**src/rtl/uart_rx_ctrl_if.sv**
```systemverilog
// rtl/uart_rx_ctrl_if.sv - received-word output bundle of the UART RX frame controller
interface uart_rx_ctrl_if #(
    parameter int DATA_WIDTH = 8
);
    logic [DATA_WIDTH-1:0] P_DATA;
    logic                  data_valid;
    logic                  par_err;
    logic                  stop_err;

    modport master (
        output P_DATA,
        output data_valid,
        output par_err,
        output stop_err
    );

    modport slave (
        input P_DATA,
        input data_valid,
        input par_err,
        input stop_err
    );
endinterface

```
**src/rtl/uart_rx_ctrl.sv**
```systemverilog
// rtl/uart_rx_ctrl.sv - UART RX frame controller; UART_RX_SYNC_EN adds a 2-flop input synchronizer
module uart_rx_ctrl #(
    parameter int DATA_WIDTH = 8,
    parameter int OVERSAMPLE = 8,
    parameter int EDGE_W     = 4,
    parameter int BIT_W      = 4
) (
    input  logic              CLK,
    input  logic              RST,
    input  logic              RX_IN,
    input  logic              PAR_EN,
    input  logic              PAR_TYP,
    input  logic [EDGE_W-1:0] edge_cnt,
    input  logic [BIT_W-1:0]  bit_cnt,
    output logic              cnt_en,
    uart_rx_ctrl_if.master    rx_out
);

    localparam logic [EDGE_W-1:0] EDGE_S0   = EDGE_W'(OVERSAMPLE / 2 - 1);
    localparam logic [EDGE_W-1:0] EDGE_S1   = EDGE_W'(OVERSAMPLE / 2);
    localparam logic [EDGE_W-1:0] EDGE_S2   = EDGE_W'(OVERSAMPLE / 2 + 1);
    localparam logic [EDGE_W-1:0] EDGE_EVAL = EDGE_W'(OVERSAMPLE - 1);
    localparam logic [BIT_W-1:0]  BIT_LAST  = BIT_W'(DATA_WIDTH);

    typedef enum logic [2:0] {
        IDLE,
        START,
        DATA,
        PARITY,
        STOP
    } state_t;

    state_t                state_q, state_d;
    logic                  rx_line;
    logic [2:0]            sample_q;
    logic [DATA_WIDTH-1:0] shift_q;
    logic [DATA_WIDTH-1:0] p_data_q;
    logic                  data_valid_q;
    logic                  par_err_q;
    logic                  stop_err_q;
    logic                  par_en_q;
    logic                  par_typ_q;
    logic                  bit_val;
    logic                  eval;
    logic                  start_det;
    logic                  shift_en;
    logic                  par_chk;
    logic                  stop_chk;

`ifdef UART_RX_SYNC_EN
    logic [1:0] sync_q;

    always_ff @(posedge CLK or negedge RST) begin
        if (!RST) begin
            sync_q <= 2'b11;
        end else begin
            sync_q <= {sync_q[0], RX_IN};
        end
    end

    assign rx_line = sync_q[1];
`else
    assign rx_line = RX_IN;
`endif

    assign bit_val = (sample_q[0] & sample_q[1]) | (sample_q[0] & sample_q[2]) |
                     (sample_q[1] & sample_q[2]);
    assign eval    = (edge_cnt == EDGE_EVAL);

    always_ff @(posedge CLK or negedge RST) begin
        if (!RST) begin
            state_q <= IDLE;
        end else begin
            state_q <= state_d;
        end
    end

    always_comb begin
        state_d   = state_q;
        cnt_en    = 1'b1;
        start_det = 1'b0;
        shift_en  = 1'b0;
        par_chk   = 1'b0;
        stop_chk  = 1'b0;
        case (state_q)
            IDLE: begin
                cnt_en = 1'b0;
                if (!rx_line) begin
                    state_d   = START;
                    start_det = 1'b1;
                end
            end
            START: begin
                // A start bit that samples high was line noise; drop it silently.
                if (eval) begin
                    state_d = bit_val ? IDLE : DATA;
                end
            end
            DATA: begin
                if (eval) begin
                    shift_en = 1'b1;
                    if (bit_cnt == BIT_LAST) begin
                        state_d = par_en_q ? PARITY : STOP;
                    end
                end
            end
            PARITY: begin
                if (eval) begin
                    par_chk = 1'b1;
                    state_d = STOP;
                end
            end
            STOP: begin
                if (eval) begin
                    stop_chk = 1'b1;
                    state_d  = IDLE;
                end
            end
            default: begin
                state_d = IDLE;
            end
        endcase
    end

    always_ff @(posedge CLK or negedge RST) begin
        if (!RST) begin
            sample_q     <= 3'b111;
            shift_q      <= '0;
            p_data_q     <= '0;
            data_valid_q <= 1'b0;
            par_err_q    <= 1'b0;
            stop_err_q   <= 1'b0;
            par_en_q     <= 1'b0;
            par_typ_q    <= 1'b0;
        end else begin
            data_valid_q <= 1'b0;
            if (cnt_en) begin
                if (edge_cnt == EDGE_S0) sample_q[0] <= rx_line;
                if (edge_cnt == EDGE_S1) sample_q[1] <= rx_line;
                if (edge_cnt == EDGE_S2) sample_q[2] <= rx_line;
            end
            // Frame format is frozen at start so mid-frame register writes cannot corrupt it.
            if (start_det) begin
                par_en_q   <= PAR_EN;
                par_typ_q  <= PAR_TYP;
                par_err_q  <= 1'b0;
                stop_err_q <= 1'b0;
            end
            if (shift_en) begin
                shift_q <= {bit_val, shift_q[DATA_WIDTH-1:1]};
            end
            if (par_chk) begin
                par_err_q <= (bit_val != ((^shift_q) ^ par_typ_q));
            end
            if (stop_chk) begin
                stop_err_q <= ~bit_val;
                if (bit_val && !par_err_q) begin
                    p_data_q     <= shift_q;
                    data_valid_q <= 1'b1;
                end
            end
        end
    end

    assign rx_out.P_DATA     = p_data_q;
    assign rx_out.data_valid = data_valid_q;
    assign rx_out.par_err    = par_err_q;
    assign rx_out.stop_err   = stop_err_q;

endmodule
```
**src/flat_wrapper.sv**
```systemverilog
// flat-port wrapper written by rule: the top's interface ports become plain ports
module uart_rx_ctrl_flat 
#(
    parameter int DATA_WIDTH = 8,
    parameter int OVERSAMPLE = 8,
    parameter int EDGE_W     = 4,
    parameter int BIT_W      = 4
)
  (CLK, RST, RX_IN, PAR_EN, PAR_TYP, edge_cnt, bit_cnt, cnt_en, rx_out_P_DATA, rx_out_data_valid, rx_out_par_err, rx_out_stop_err);
  uart_rx_ctrl_if #(.DATA_WIDTH(DATA_WIDTH)) rx_out_i ();
  input  logic CLK;
  input  logic RST;
  input  logic RX_IN;
  input  logic PAR_EN;
  input  logic PAR_TYP;
  input  logic [EDGE_W-1:0] edge_cnt;
  input  logic [BIT_W-1:0] bit_cnt;
  output logic cnt_en;
  output wire logic [$bits(rx_out_i.P_DATA)-1:0] rx_out_P_DATA;
  output wire logic [$bits(rx_out_i.data_valid)-1:0] rx_out_data_valid;
  output wire logic [$bits(rx_out_i.par_err)-1:0] rx_out_par_err;
  output wire logic [$bits(rx_out_i.stop_err)-1:0] rx_out_stop_err;
  assign rx_out_P_DATA = rx_out_i.P_DATA;
  assign rx_out_data_valid = rx_out_i.data_valid;
  assign rx_out_par_err = rx_out_i.par_err;
  assign rx_out_stop_err = rx_out_i.stop_err;
  uart_rx_ctrl #(.DATA_WIDTH(DATA_WIDTH), .OVERSAMPLE(OVERSAMPLE), .EDGE_W(EDGE_W), .BIT_W(BIT_W)) u_core (.CLK(CLK), .RST(RST), .RX_IN(RX_IN), .PAR_EN(PAR_EN), .PAR_TYP(PAR_TYP), .edge_cnt(edge_cnt), .bit_cnt(bit_cnt), .cnt_en(cnt_en), .rx_out(rx_out_i));
endmodule
```
**config.mk**
```make
export PLATFORM = sky130hd
export DESIGN_NAME = uart_rx_ctrl_flat
export DESIGN_NICKNAME = d
export VERILOG_FILES = /design/src/rtl/uart_rx_ctrl_if.sv /design/src/rtl/uart_rx_ctrl.sv /design/src/flat_wrapper.sv
export SDC_FILE = /design/constraint.sdc
export NUM_CORES = 1
export LEC_CHECK = 0
export CORE_ASPECT_RATIO = 0.9
export CORE_MARGIN = 2
export CORE_UTILIZATION = 45
export DETAILED_ROUTE_END_ITERATION = 8
export HOLD_SLACK_MARGIN = 0.08
export PLACE_DENSITY_LB_ADDON = 0.08
export SLEW_MARGIN = 20
export SYNTH_ARGS = -nofsm -noshare
export SYNTH_HDL_FRONTEND = slang
export SYNTH_SLANG_ARGS = --single-unit
export TNS_END_PERCENT = 30
```
**constraint.sdc**
```tcl
create_clock -name CLK -period 5.3 [get_ports CLK]
set_input_delay 1.325 -clock CLK [delete_from_list [all_inputs] [get_ports CLK]]
set_output_delay 1.325 -clock CLK [all_outputs]
set_load 0.05 [all_outputs]
```
==> impl_metrics.ini, run 1 <==
[status]
status = finished, final reports clean

[floorplanning]
start_util = 0.468
rows = 18
ios = 25
die_area_um2 = 3250
die_height_um = 54.3
coreArea_um2 = 2700
fp.dieW_um = 59.9

[timing]
period_share = 0.636
fmax_mhz = 297
finalHoldViolations = 0
fin_crit_ns = 3.37
setup_tns_ns = 0
rsz0062_at_grt = no
setup_violations = 0
slew_violations = 0
fin_skew_ns = 0.00287
tightestPinTransition_ns = 0.660
slew_headroom = 0.558
holdWs_ns = 0.500
setup_slack_ns = 1.93

[drt]
first_iter_violations = 20
ant_nets = 0
drc = 0
num_vias = 850
viasPerCell = 5.38
dr.pass1.iters = 4
wl_per_cell_um = 14.6
finalWirelength_um = 2310

[setup_path]
arrival_ns = 2.05
crit_type = flop to output port
end_kind = output port
critPathRequiredTime_ns = 3.97
cp-start-kind = flop
cp_max_fo = 7

[place]
portBuffers = 24
gp_congestion = 0.778
dp_hpwl_um = 1650
pre_cts_ws_ns = 1.66

[clocking]
cts.sinks = 27
cts_buffer_depth = 2
cts_buffers = 3
post_cts_buffers = 0
cts_root_buffer = clkbuf_4
cts_resized = 0
clock_latency_ns = 0.32
clk_pin_slew_ns = 0.14
holdBufCountCts = 0
htreeDepth = 1
cts_tree = built

[finish]
area_growth_pct = 24.5
antenna_cells = 0
layout.nets = 142
drive_above_1_share = 0.242
fillers = 246

[logic_synthesis]
synthesis.instances = 100
synth_nets = 113
synth_top_area_frac = 0.475
ys_seq_area_frac = 0.538
avgSynthCellArea_um2 = 12.6
yosysTopAreaCell = dfrtp_1
synthesis.area_um2 = 1260
ys_ff_latch = 27
synth.distinct_cells = 29
ys.warnings.count = 0
synthTopCellsByArea = dfrtp_1, mux2_2, dfstp_2

[run]
cap_viol_max_count = 0

[pwr]
power_per_cell_area_nw_per_um2 = 369
peakVddDrop_mv = 0.238
p_leak_nw = 0.698
fin_total_pwr_mw = 0.580

[grt]
grtUsageTotal = 0.166
grt_max_degree = 28
antenna_found_initial = 0
grt_pass1_wl_um = 3980
gr-total-overflow = 0
grt_pass1_vias = 866

[worst_hold_path]
hp-class = flop to flop
through the flow:
| stage | instances | instance area [um2] | utilization |
|---|---|---|---|
| 2_1_floorplan | 100 | 1260 | - |
| 3_3_place_gp | 154 | 1550 | 0.572 |
| 3_5_place_dp | 154 | 1550 | 0.572 |
| 4_1_cts | 158 | 1570 | 0.582 |
| 5_1_grt | 158 | 1570 | 0.582 |
| 6_report | 158 | 1570 | 0.582 |
sequential cells by signal, summed over array words and instances (netlist names):
register	cells
u_core.par_en_q	1
u_core.par_typ_q	1
u_core.rx_out.P_DATA	8
u_core.rx_out.data_valid	1
u_core.rx_out.par_err	1
u_core.rx_out.stop_err	1
u_core.sample_q	3
u_core.shift_q	8
u_core.state_q	3
cell families after synthesis:
logic type               Yosys count  share of synthesized area
buffers and inverters              6                     0.0178
flip-flops                        27                      0.538
AO/OA/AOI/OAI                     15                     0.0842
multiplexers                      18                      0.160
XOR/XNOR                           9                     0.0624
AND/OR/NAND/NOR                   24                      0.130
adder cells (fa/ha/maj)            1                    0.00792
worst paths after layout:
path / startpoint / to / slack, ns / cells after the start
worst max-delay path: u_core.state_q[2] / cnt_en / 1.93 / 3
max in group asynchronous: RST / u_core.sample_q[0] / 3.64 / 2
worst max register to register: u_core.state_q[1] / u_core.rx_out.P_DATA[5] / 3.29 / 3
worst min-delay path: u_core.sample_q[2] / u_core.sample_q[2] / 0.50 / 2
worst min register to register: u_core.sample_q[2] / u_core.sample_q[2] / 0.50 / 2
min in group asynchronous: RST / u_core.rx_out.data_valid / 1.36 / 2
power breakdown:
group,switching [mW],internal (mW)
clock,0.0594,0.0282
combinational,0.116,0.0898
sequential,0.0378,0.248
total,0.214,0.366
critical path, cell delays in order, from the launching register on:
cell and delay, ns:
dfrtp_1 0.48, nor3_1 0.42, inv_1 0.11, clkdlybuf4s50_1 0.72
synthesized netlist by cell type:
cell type	n
nor4b_4	1
nand4b_4	1
mux2_2	18
or3_4	1
nor3_1	3
clkbuf_1	1
nand2_1	11
dfstp_2	3
and4bb_2	1
a311oi_1	1
inv_1	5
nand4b_1	1
o311ai_0	1
o22ai_1	1
maj3_1	1
o2111ai_1	1
a21oi_1	1
a22o_1	1
nor2_1	3
a32oi_1	1
xnor2_1	7
a32o_1	1
dfrtp_1	24
o21a_1	1
xor2_1	2
nor4_1	1
o21ai_0	5
nor3_2	1
o41ai_1	1
layout by cell type (no fill, tap or decap), types with 2 or more instances in the layout:
cell type | synthesis | layout
clkbuf_4 | 0 | 3
clkdlybuf4s50_1 | 0 | 24
dfrtp_1 | 24 | 24
dfstp_2 | 3 | 3
inv_1 | 5 | 5
mux2_2 | 18 | 18
nand2_1 | 11 | 11
nor2_1 | 3 | 3
nor3_1 | 3 | 3
o21ai_0 | 5 | 5
xnor2_1 | 7 | 7
xor2_1 | 2 | 2
final cells by class:
type | count | area (um2) | area share
Clock buffer | 3 | 22.5 | 0.0143
Clock inverter | 1 | 5.00 | 0.00318
Inverter | 5 | 18.8 | 0.0119
Multi-Input combinational cell | 67 | 562 | 0.357
Sequential cell | 27 | 679 | 0.432
Tap cell | 30 | 37.5 | 0.0239
Timing Repair Buffer | 25 | 248 | 0.158
per-layer routing:
layer,GRT usage,vias to the layer above,wire length (um)
met1,0.243,415,1170
met2,0.252,14,1070
met4,0.0556,0,13
met3,0.0236,2,64
met5,0,-,0
li1,-,419,-
(Power assumes the default switching activity.)
==> run 2: changes to the inputs <==
==> constraint.sdc (replaced) <==
create_clock -name CLK -period 3.5 [get_ports CLK]
set_input_delay 0.875 -clock CLK [delete_from_list [all_inputs] [get_ports CLK]]
set_output_delay 0.875 -clock CLK [all_outputs]
set_load 0.05 [all_outputs]
==> results of run 2 <==
Same layout as run 1 (identical final DEF). Status: finished, final reports clean.
Main changes from that run: setup slack after placement 1.66 ns -> 0.313 ns; setup slack after layout 1.93 ns -> 0.577 ns; register-to-register setup slack 3.29 ns -> 1.49 ns; total power 0.580 mW -> 0.878 mW; worst IR drop on VDD 0.238 mV -> 0.361 mV
